[src/rtl/delay_pkg.sv]
// Shared constants and helpers for the delay timer and its round-robin arbiter.
package delay_pkg;

  localparam int N_DEFAULT     = 12500;
  localparam int CBITS_DEFAULT = 14;

  localparam logic [1:0] ST_IDLE  = 2'd0;
  localparam logic [1:0] ST_COUNT = 2'd1;
  localparam logic [1:0] ST_DONE  = 2'd2;

  // First set request scanning ptr, ptr+1, ... modulo nreq (nreq <= 8).
  function automatic logic [2:0] rr_pick(input logic [7:0] req, input logic [2:0] ptr,
                                         input int nreq);
    logic [2:0] win;
    logic       found;
    int         idx;
    win   = '0;
    found = 1'b0;
    for (int i = 0; i < 8; i++) begin
      idx = (int'(ptr) + i) % nreq;
      if (i < nreq && !found && req[idx[2:0]]) begin
        win   = idx[2:0];
        found = 1'b1;
      end
    end
    return win;
  endfunction

endpackage

[src/rtl/delay_rr_arb.sv]
// Round-robin winner selection with its rotating priority pointer register.
module delay_rr_arb
  import delay_pkg::*;
#(
  parameter int NREQ  = 4,
  parameter int PBITS = 2
) (
  input  logic             clk,
  input  logic             rst,
  input  logic [NREQ-1:0]  req,
  input  logic             ptr_load,
  input  logic [PBITS-1:0] ptr_next,
  output logic [PBITS-1:0] winner,
  output logic             any_req
);

  logic [PBITS-1:0] ptr;

  always_ff @(posedge clk) begin
    if (rst)           ptr <= '0;
    else if (ptr_load) ptr <= ptr_next;
  end

  assign winner  = PBITS'(rr_pick(8'(req), 3'(ptr), NREQ));
  assign any_req = |req;

endmodule

[src/rtl/delay_slot_arbiter.sv]
// Shares one delay counter among NREQ requesters; the owner holds it until expiry or abort.
module delay_slot_arbiter
  import delay_pkg::*;
#(
  parameter int NREQ  = 4,
  parameter int N     = N_DEFAULT,
  parameter int CBITS = CBITS_DEFAULT,
  parameter int PBITS = 2
) (
  input  logic             clk,
  input  logic             rst,
  input  logic [NREQ-1:0]  req,
  output logic [NREQ-1:0]  grant,
  output logic [NREQ-1:0]  done,
  output logic             busy,
  output logic [PBITS-1:0] owner,
  output logic [CBITS-1:0] cnt_o,
  output logic             err
);

  // state  | meaning
  // IDLE   | no owner; arbitrate among pending requests
  // COUNT  | owner holds the timer, cnt runs 0..N-1
  // DONE   | one-cycle done pulse to owner, then release

  localparam logic [CBITS-1:0] CNT_LAST = CBITS'(N - 1);
  localparam logic [CBITS-1:0] CNT_MAX  = CBITS'(N);

  logic [1:0]       state;
  logic [CBITS-1:0] cnt;
  logic [PBITS-1:0] winner;
  logic [PBITS-1:0] owner_inc;
  logic             any_req;
  logic             ptr_load;
  logic [NREQ-1:0]  winner_oh;
  logic [NREQ-1:0]  owner_oh;

  assign owner_inc = (owner == PBITS'(NREQ - 1)) ? '0 : owner + 1'b1;
  assign winner_oh = {{(NREQ-1){1'b0}}, 1'b1} << winner;
  assign owner_oh  = {{(NREQ-1){1'b0}}, 1'b1} << owner;

  // The pointer advances past the owner whenever a grant ends, by abort or expiry.
  assign ptr_load = (state == ST_DONE) || (state == ST_COUNT && !req[owner]);

  delay_rr_arb #(.NREQ(NREQ), .PBITS(PBITS)) u_arb (
    .clk      (clk),
    .rst      (rst),
    .req      (req),
    .ptr_load (ptr_load),
    .ptr_next (owner_inc),
    .winner   (winner),
    .any_req  (any_req)
  );

  always_ff @(posedge clk) begin
    if (rst) begin
      state <= ST_IDLE;
      cnt   <= '0;
      grant <= '0;
      done  <= '0;
      busy  <= 1'b0;
      owner <= '0;
      err   <= 1'b0;
    end else begin
      if (cnt > CNT_MAX) err <= 1'b1;
      case (state)
        ST_IDLE: begin
          done <= '0;
          if (any_req) begin
            state <= ST_COUNT;
            grant <= winner_oh;
            owner <= winner;
            cnt   <= '0;
            busy  <= 1'b1;
          end
        end
        ST_COUNT: begin
          // Abort takes priority over expiry in the same cycle.
          if (!req[owner]) begin
            state <= ST_IDLE;
            grant <= '0;
            busy  <= 1'b0;
            cnt   <= '0;
          end else if (cnt == CNT_LAST) begin
            state <= ST_DONE;
            done  <= owner_oh;
          end else begin
            cnt <= cnt + 1'b1;
          end
        end
        ST_DONE: begin
          state <= ST_IDLE;
          grant <= '0;
          done  <= '0;
          busy  <= 1'b0;
          cnt   <= '0;
        end
        default: begin
          state <= ST_IDLE;
          grant <= '0;
          done  <= '0;
          busy  <= 1'b0;
          cnt   <= '0;
        end
      endcase
    end
  end

  assign cnt_o = cnt;

endmodule

[config.mk]
export PLATFORM = sky130hd
export DESIGN_NAME = delay_slot_arbiter
export DESIGN_NICKNAME = d
export VERILOG_FILES = /design/src/rtl/delay_pkg.sv /design/src/rtl/delay_rr_arb.sv /design/src/rtl/delay_slot_arbiter.sv
export SDC_FILE = /design/constraint.sdc
export NUM_CORES = 1
export LEC_CHECK = 0
export ABC_AREA = 1
export BUFFER_PORTS_ARGS = -buffer_cell sky130_fd_sc_hd__buf_2
export CORE_ASPECT_RATIO = 1.25
export CORE_MARGIN = 5
export CORE_UTILIZATION = 55
export CTS_CLUSTER_SIZE = 30
export DETAILED_ROUTE_END_ITERATION = 7
export GPL_ROUTABILITY_DRIVEN = 0
export PLACE_DENSITY = 0.84
export SLEW_MARGIN = 30
export SYNTH_ARGS = -nofsm -noshare
export SYNTH_HDL_FRONTEND = slang
export SYNTH_SLANG_ARGS = --single-unit
[constraint.sdc]
create_clock -name clk -period 1.85 [get_ports clk]
set_input_delay 0.37 -clock clk [delete_from_list [all_inputs] [get_ports clk]]
set_output_delay 0.37 -clock clk [all_outputs]
set_load 0.05 [all_outputs]
==> implementation parameters <==
Parameter                              Value

Run status
  Result of the run ... completed

Place
  Worst slack, placed ... between 0.15 and 0.2 ns
  Count of buffers from port buffering ... 31
  Number of placed instances with taps included ... approximately 370
  HPWL reported at the end of detailed placement ... 3.693 mm

Global routing
  Largest net degree at the start of global routing ... 17
  First-pass GRT wire length ... 8.259 mm
  Initial antenna violation count ... 0
  Number of global-route vias before repair ... 1,864
  Gr ovfl total ... 0
  Overall routing resource usage ... about a fifth

Timing
  Worst Setup Slack, final ... 0.1903 ns
  Slew at the pin closest to its max-slew limit ... 0.3733 ns
  Final hold violations ... 0
  Tightest slew margin relative to the limit ... 75.11%
  Setup repair after global routing missed its margin ... no
  Final worst path period need ... about 1.7 ns
  Final number of setup-violating endpoints ... 0
  Total Negative Setup Slacks ... 0 ns
  Maximum achievable frequency ... 602.5 MHz
  Final clock period utilization by the worst path ... 89.71%
  Clock Skew ... between 0.006 and 0.007 ns
  Final Max Slew Viols ... 0

Drt
  Routed wire length ... 4.808 mm
  Antenna-violating nets left ... 0
  DRC errors left ... 0
  DRT iter0 DRCs ... 170
  Via count of the routed design ... 2,019
  Number of vias per cell after detailed routing ... around 5.3
  Post-detailed-route wirelength per cell ... 12.59 µm
  Number of iterations in the first detailed-routing pass ... 4

Job
  Maximum capacitance violations ... 0

Clock network
  Clock root buffer master ... sky130_fd_sc_hd__clkbuf_8
  Worst-skew pair later-pin latency ... 0.29 ns
  CTS tree ... yes
  Cts bufs inserted ... 5
  Reg clk slew, reported paths ... approximately 0.060 ns
  Maximum count of clock buffers along a single path ... 2
  CTS sink cnt ... 30
  Deepest level of the CTS H-tree ... 2

Synth
  Proportion of register bits with asynchronous set or reset after synthesis ... 0%
  Share of the synthesized area in the top cell type ... 30.85%
  Proportion of synthesized chip area in sequential cells ... 30.85%
  Number of synthesized flops with an enable pin ... 0
  Top post-synthesis cells by area ... sky130_fd_sc_hd__dfxtp_1 31%, sky130_fd_sc_hd__nand2_1 18%, sky130_fd_sc_hd__inv_1 5.8%, sky130_fd_sc_hd__nand3_1 5.4%, sky130_fd_sc_hd__nor2_1 5.2%
  Area of the mapped netlist ... roughly 1900 µm²
  Number of standard cells after synthesis ... 304
  Largest area contributor in the synthesized netlist ... sky130_fd_sc_hd__dfxtp_1
  Net Count, Synth ... 316
  Most frequently used flop master after synthesis ... sky130_fd_sc_hd__dfxtp_1
  Average size of a mapped cell ... about 6.4 µm²
  Count of yosys warnings during synthesis ... 0
  Count of distinct cell types in the synthesized netlist ... 32
  Post-synthesis sequential element count ... 30

Critical path
  Largest driver fanout on the critical path ... 10
  Worst reg2reg endpoint ... cnt_o[13]
  Crit path arrival time ... approximately 1.8 ns
  Setup crit end kind ... flop
  FF-to-FF Start ... cnt_o[0]
  Reg2reg path depth ... 9
  Reg-to-reg setup timing slack ... approximately 0.19 ns
  Worst endpoint required time ... 2.02 ns
  Category of the worst setup path launch point ... flop
  Worst setup path category ... reg -> reg

Power
  Power per cell area ... 831.7 nW/µm²
  Leakage dissipation ... ~1.1 nW
  Worst vdd ir ... a little under 700 µV

Die
  Horizontal die dimension ... 63.22 µm
  Height of the chip ... 76.52 µm
  Number of cell rows ... 24
  Die footprint ... just under 5000 µm²
  Starting utilization of the core area ... a little under three fifths
  Ports ... 32
  Placeable core region ... 3453 µm²

Final layout
  Total of fill cells in the finished design ... about 320
  Area Growth Syn to Fin ... 15.94%
  Proportion of layout cells with a drive suffix above 1 ... 23.62%
  Antenna diode instance count ... 0
  Final net count ... 355
  Non-filler instance count after layout ... 382

Worst hold path
  Min-delay src ... grant[1]
  Hold EP ... grant[1]
  Type of the worst min-delay path ... reg -> reg
  Hold Path Depth ... 2
critical path, stage by stage (launching register included):
cell and delay, ns:
sky130_fd_sc_hd__dfxtp_2 0.37, sky130_fd_sc_hd__ha_1 0.20, sky130_fd_sc_hd__nand3_1 0.11, sky130_fd_sc_hd__nor2_2 0.17
sky130_fd_sc_hd__nand2_2 0.11, sky130_fd_sc_hd__nand2_2 0.12, sky130_fd_sc_hd__nand2_4 0.11, sky130_fd_sc_hd__nand2_1 0.09
sky130_fd_sc_hd__xor2_1 0.18, sky130_fd_sc_hd__nor2_1 0.08
cell families after synthesis:
group	share of synthesized area (%)
buffers and inverters	9.191
AND/OR/NAND/NOR	45.44
adder cells (fa/ha/maj)	3.856
flip-flops	30.85
AO/OA/AOI/OAI	9.319
XOR/XNOR	1.350
report_power, final:
group	total (mW)	switching (mW)	internal [mW]
Sequential	0.724	0.0359	0.688
Combinational	0.660	0.474	0.186
Clock	0.493	0.242	0.251
Total	1.88	0.752	1.13
per-layer routing:
layer,GRT usage (%),up-vias,wire (µm)
met1,22.33,891,1933
met5,0,-,0
met4,8.732,0,121
met2,38.50,55,2460
li1,-,1065,-
met3,5.015,8,292
worst max-delay path by stage:
| stage | startpoint | to | slack (ns) | cells past startpoint |
|---|---|---|---|---|
| 2_1_floorplan | owner[0] | cnt_o[13] | 0.02 | 11 |
| 3_3_place_gp | cnt_o[0] | cnt_o[13] | 0.15 | 9 |
| 3_5_place_dp | cnt_o[0] | cnt_o[13] | 0.17 | 9 |
| 4_1_cts | cnt_o[0] | cnt_o[13] | 0.11 | 9 |
| 5_1_grt | owner[0] | cnt_o[13] | 0.02 | 11 |
| 6_report | cnt_o[0] | cnt_o[13] | 0.19 | 9 |
final cells by class:
class / count / area, µm² / area share (%)
Tap cell: 39 / 48.80 / 2.162
Clock inverter: 2 / 10.01 / 0.4435
Clock buffer: 5 / 68.82 / 3.049
Multi-Input combinational cell: 230 / 1172 / 51.94
Sequential cell: 30 / 605.6 / 26.83
Timing Repair Buffer: 37 / 200.2 / 8.869
Inverter: 39 / 151.4 / 6.707
per-stage QoR:
stage,power (mW),util [%],hold WS (ns),cell area [µm²]
6_report,1.877,65.36,0.4598,2257
5_1_grt,2.005,65.36,0.4750,2257
4_1_cts,1.878,64.64,0.4652,2232
3_5_place_dp,1.388,62.36,0.4550,2153
3_3_place_gp,1.375,62.36,0.4516,2153
2_1_floorplan,1.261,-,0.4555,1949
Yosys cell counts (all sizes together) (2+ instances only):
library cell	instances
or2	2
o21ai	10
xor2	3
a211oi	2
a21oi	19
ha	6
dfxtp	30
nand3	22
inv	39
buf	2
nor2	32
nand2	104
nand4	14
clkbuf	3
nor3	10
flip-flops by register name, indices dropped and copies added, names as in the netlist:
| register | count |
|---|---|
| done | 4 |
| busy | 1 |
| cnt_o | 14 |
| state | 2 |
| u_arb.ptr | 2 |
| grant | 4 |
| owner | 2 |
| err | 1 |
layout by cell type (no fill, tap or decap), types with 5 or more instances in the layout:
master and n:
sky130_fd_sc_hd__nand4_1 14, sky130_fd_sc_hd__o21ai_1 5, sky130_fd_sc_hd__nand2_1 90, sky130_fd_sc_hd__a21oi_1 19, sky130_fd_sc_hd__clkbuf_8 5, sky130_fd_sc_hd__nor2_1 26
sky130_fd_sc_hd__o21ai_0 5, sky130_fd_sc_hd__nand2_2 10, sky130_fd_sc_hd__ha_1 6, sky130_fd_sc_hd__nand3_1 21, sky130_fd_sc_hd__buf_4 6, sky130_fd_sc_hd__buf_2 31
sky130_fd_sc_hd__dfxtp_1 26, sky130_fd_sc_hd__inv_2 7, sky130_fd_sc_hd__inv_1 30, sky130_fd_sc_hd__nor3_1 9
what timing repair did:
| item | 4_1_cts | 5_1_grt |
|---|---|---|
| hold endpoints to repair | 0 | 0 |
| endpoints found under the setup margin | 0 | 3 |
| hold buffers | 0 | 0 |
| buffers inserted | 0 | 2 |
| gates resized for setup | 0 | 5 |
Note: power is estimated with default switching activity, not from simulation.
